## src/rtl/periph_timer.sv

```systemverilog
// Memory-mapped timer/status peripheral: reload timer, LED register, optional SYSTICK.
// Optional free-running cycle counter at offset 4 is built when PERIPH_TIMER_SYSTICK_EN is defined.
module periph_timer #(
    parameter logic [31:0] BASE_ADDR = 32'h4000_0000
) (
    input  logic        clk,
    input  logic        reset,
    input  logic [31:0] iAddr,
    input  logic        iRead,
    input  logic        iWrite,
    input  logic [31:0] iWriteData,
    output logic [31:0] oReadData,
    output logic        oSel,
    output logic        oIrq,
    output logic [7:0]  oLed
);

    localparam logic [31:0] ALL_ONES = 32'hFFFF_FFFF;

    logic [31:0] th;
    logic [31:0] tl;
    logic        en;
    logic        irq_en;
    logic        irq_st;
    logic [7:0]  led;
    logic [2:0]  offset;
    logic        wr;
    logic        wr_th;
    logic        wr_tl;
    logic        wr_tcon;
    logic        wr_led;
    logic        wrap;
    logic        wrap_irq;
    logic        unused_lsbs;

    assign oSel        = (iAddr[31:5] == BASE_ADDR[31:5]);
    assign offset      = iAddr[4:2];
    assign unused_lsbs = ^iAddr[1:0];

    assign wr      = oSel & iWrite;
    assign wr_th   = wr & (offset == 3'd0);
    assign wr_tl   = wr & (offset == 3'd1);
    assign wr_tcon = wr & (offset == 3'd2);
    assign wr_led  = wr & (offset == 3'd3);

    // A software write to TL pre-empts both the increment and the overflow event.
    assign wrap     = en & ~wr_tl & (tl == ALL_ONES);
    assign wrap_irq = wrap & irq_en;

`ifdef PERIPH_TIMER_SYSTICK_EN
    logic [31:0] systick;

    always_ff @(posedge clk) begin
        if (reset) begin
            systick <= '0;
        end else begin
            systick <= systick + 32'd1;
        end
    end
`endif

    always_ff @(posedge clk) begin
        if (reset) begin
            th     <= '0;
            tl     <= '0;
            en     <= 1'b0;
            irq_en <= 1'b0;
            irq_st <= 1'b0;
            led    <= '0;
        end else begin
            if (wr_th) begin
                th <= iWriteData;
            end

            // Reload samples the pre-write TH, so a TH write on the wrap edge applies next time.
            if (wr_tl) begin
                tl <= iWriteData;
            end else if (wrap) begin
                tl <= th;
            end else if (en) begin
                tl <= tl + 32'd1;
            end

            if (wr_tcon) begin
                en     <= iWriteData[0];
                irq_en <= iWriteData[1];
            end

            if (wrap_irq) begin
                irq_st <= 1'b1;
            end else if (wr_tcon) begin
                irq_st <= iWriteData[2];
            end

            if (wr_led) begin
                led <= iWriteData[7:0];
            end
        end
    end

    always_comb begin
        oReadData = '0;
        if (oSel && iRead) begin
            case (offset)
                3'd0:    oReadData = th;
                3'd1:    oReadData = tl;
                3'd2:    oReadData = {29'd0, irq_st, irq_en, en};
                3'd3:    oReadData = {24'd0, led};
`ifdef PERIPH_TIMER_SYSTICK_EN
                3'd4:    oReadData = systick;
`endif
                default: oReadData = '0;
            endcase
        end
    end

    assign oIrq = irq_st;
    assign oLed = led;

endmodule

```

## config.mk

```make
export PLATFORM = sky130hd
export DESIGN_NAME = periph_timer
export DESIGN_NICKNAME = d
export VERILOG_FILES = /design/src/rtl/periph_timer.sv
export SDC_FILE = /design/constraint.sdc
export NUM_CORES = 1
export LEC_CHECK = 0
export ABC_AREA = 1
export CORE_AREA = 2 2 110 112
export CTS_CLUSTER_DIAMETER = 80
export DETAILED_ROUTE_END_ITERATION = 12
export DIE_AREA = 0 0 112 114
export PLACE_DENSITY = 0.78
export SLEW_MARGIN = 10
export SYNTH_ARGS = -nofsm -noshare
export SYNTH_HDL_FRONTEND = slang
export SYNTH_SLANG_ARGS = --single-unit
```

## constraint.sdc

```tcl
create_clock -name clk -period 2.5 [get_ports clk]
set_input_delay 0.75 -clock clk [delete_from_list [all_inputs] [get_ports clk]]
set_output_delay 0.75 -clock clk [all_outputs]
set_load 0.02 [all_outputs]
```

==> run_results.csv <==
group,metric,value,unit
run_status,status,"complete, but fails checks",
run_status,violations,"setup timing",
final_layout,final_util,67.6,%
logic_synthesis,synth.area.top_cells,"dfxtp_1, nand2_1, inv_1",
sta,setup_violations,33,
placement,post-place-ws,-1.12,ns
sta,hold_viol_final,0,
sta,fin_worst_skew,0.0103,ns
floorplanning,die_area,12800,µm²
drt,drc,0,
final_layout,drive_above_1_share,22.3,%
power,p_leak,3.04,nW
cts,cts_buffer_depth,2,
critical_path,critical_path_arrival,2.05,ns
min_path,min-delay-start,"th[14]",
cts,cts_root_buf,"clkbuf_16",
drt,vias,6403,
cts,cts_htree_levels,3,
flow_run,drv_cap,0,
critical_path,start_kind,"primary input",
placement,dp.cells,1135,
logic_synthesis,synth_seq_area_share,28.3,%
logic_synthesis,syn_area,5310,µm²
drt,drt-vias-per-instance,5.43,
grt,grt_overflow,0,
placement,hpwl,12000,µm
logic_synthesis,synth_common_cells,"nand2_1, inv_1, nor2_1",
min_path,hold_path_depth,2,
grt,groute.usage.overall,28.6,%
critical_path,r2r-end,"tl[3]",
logic_synthesis,synth_edf_count,0,
placement,place_congestion,0.950,
power,p_clk_share,51.3,%
critical_path,worstRegToRegCells,11,
sta,drv_slew,0,
power,power.switching,0.638,mW
logic_synthesis,synth_top_area_cell,"dfxtp_1",
power,pwr-share-seq,40.3,%
drt,wl_per_cell,15.6,µm
sta,whs,0.477,ns
logic_synthesis,async_flop_share,0,%
power,pwr_density_cell,375,nW/µm²
cts,path_clk_slew,0.06,ns
final_layout,finalNonFillerCells,1179,
floorplanning,start_util,45.3,%
cts,cts_buffers,9,
power,power.total,2.97,mW
logic_synthesis,ys_types,38,
floorplanning,coreArea,11700,µm²
cts,cts_tree,"built",
grt,grt_max_degree,53,
final_layout,diodes,0,
logic_synthesis,synthFlopType,"dfxtp_1",
final_layout,layout.nets,1096,
power,switching_share,21.5,%
critical_path,criticalPathCategory,"primary input to output pin",
logic_synthesis,synth_top_area_share,28.3,%
power,peakVddDrop,0.000280,V
power,p_comb_share,8.4,%
placement,dpl-instance-area,7100,µm²
sta,worst_pin_slew,0.799,ns
critical_path,endpoint_kind,"output pin",
placement,io_buffer_count,107,
cts,cts.sinks,75,
critical_path,critical_path_required,1.75,ns
drt,dr.first_iter.drc_count,494,
min_path,min_to,"th[14]",
logic_synthesis,syn_nets,955,
sta,min_period,2.80,ns
logic_synthesis,synthCells,886,
critical_path,rr_startpoint,"tl[0]",
final_layout,fillers,956,
floorplanning,fp.dieW,112,µm
min_path,holdCritPathClass,"flop to flop",
critical_path,r2r_slack,0.33,ns
logic_synthesis,synth.avg_cell_area,5.99,µm²
final_layout,area_growth,49.0,%
logic_synthesis,synth-seq-cells,75,
logic_synthesis,yosysWarnings,0,
cts,insertion_delay,0.35,ns
power,p_int,2.33,mW
floorplanning,ios,110,
floorplanning,rows,40,
grt,grt_pass1_vias,6046,
cts,cts_hold_buffers,0,
grt,grt_pass1_wl,29400,µm
logic_synthesis,yosysMostFrequentCell,"nand2_1",
drt,drtPass1Iterations,6,
drt,ant_nets,0,
drt,wl,18400,µm
sta,tns,-8.46,ns
sta,clock.fmax,357,MHz
sta,timing.slew.headroom,46.7,%
floorplanning,die_h,114,µm
critical_path,cp_max_fo,8,
grt,antenna_found_initial,0,
sta,rsz0062_at_grt,"true",
final_layout,finish.instance_area,7910,µm²
sta,fin_ws,-0.303,ns
sta,fin_crit_sh,112,%
==> routing by layer <==
metal	vias to the layer above	share of wire (%)	track usage [%]
met5	-	0	0
met4	0	3.4	12.7
met3	48	8.1	5.84
met2	285	47	48.0
met1	2920	41	35.6
li1	3150	-	-
==> cell usage in the layout (no fill, tap or decap), types with 13 or more instances in the layout <==
| cell type | n |
|---|---|
| inv_1 | 113 |
| nor2_1 | 102 |
| dfxtp_1 | 75 |
| nand4_1 | 44 |
| buf_2 | 15 |
| buf_6 | 49 |
| buf_4 | 46 |
| inv_2 | 13 |
| nand3_1 | 54 |
| nand2_1 | 237 |
| o21ai_0 | 19 |
| a21oi_1 | 37 |
| clkdlybuf4s50_1 | 43 |
| a211oi_1 | 32 |
| a21oi_4 | 24 |
==> layout make-up <==
type	instances	area (µm²)	share of cell area (%)
inverters	131	503	6.36
flip-flops and latches	75	1500	19.0
clock inverters	5	100	1.27
repair buffers	176	1860	23.5
clock buffers	11	243	3.07
multi-input cells	634	3520	44.5
well taps	147	184	2.32
==> flip-flops by register name, summed over array words and instances, names as in the netlist <==
name    flops
en          1
oIrq        1
oLed        8
irq_en      1
th         32
tl         32
==> logic make-up after synthesis <==
logic type                 count (synthesis)  synth area share (%)
AOI/OAI and AO/OA                        131                  14.3
DFF                                       75                  28.3
and+or+nand+nor                          486                  40.3
xor gates and xnor gates                  16                  2.64
adders and majority gates                  1                 0.236
buffers and inverters                    177                  14.3
==> critical path: stages <==
cell	delay, ns
buf_2	0.10
nor2_1	0.09
nand2_1	0.06
nor2_1	0.08
nand2_1	0.09
nor2_4	0.11
nand3b_1	0.13
buf_6	0.18
buf_12	0.16
a31oi_1	0.14
buf_4	0.16
==> how the worst max path moves through the flow <==
stage	startpoint	endpoint	slack [ns]	cells after the start
6_report	iAddr[15]	oReadData[1]	-0.30	11
5_1_grt	iAddr[24]	oReadData[1]	-0.43	11
4_1_cts	iAddr[26]	oReadData[0]	-0.31	11
3_5_place_dp	iAddr[6]	oReadData[0]	-1.12	10
3_3_place_gp	iAddr[6]	oReadData[1]	-1.10	10
2_1_floorplan	iAddr[3]	oReadData[0]	-0.15	7
==> timing repair <==
| action | 4_1_cts | 5_1_grt |
|---|---|---|
| setup endpoints to repair | 33 | 43 |
| gates resized for setup | 330 | 39 |
| hold endpoints to repair | 0 | 0 |
| cloned | 6 | 0 |
| setup buffers | 22 | 6 |
| pin swaps | 25 | 22 |
==> power groups by stage <==
stage          combinational (mW)  sequential (mW)  clock (mW)
2_1_floorplan              0.0551             1.22           0
3_3_place_gp                0.206             1.22           0
3_5_place_dp                0.208             1.22           0
4_1_cts                     0.235             1.20        1.52
5_1_grt                     0.267             1.19        1.59
6_report                    0.249             1.19        1.52
(Power assumes the default switching activity.)
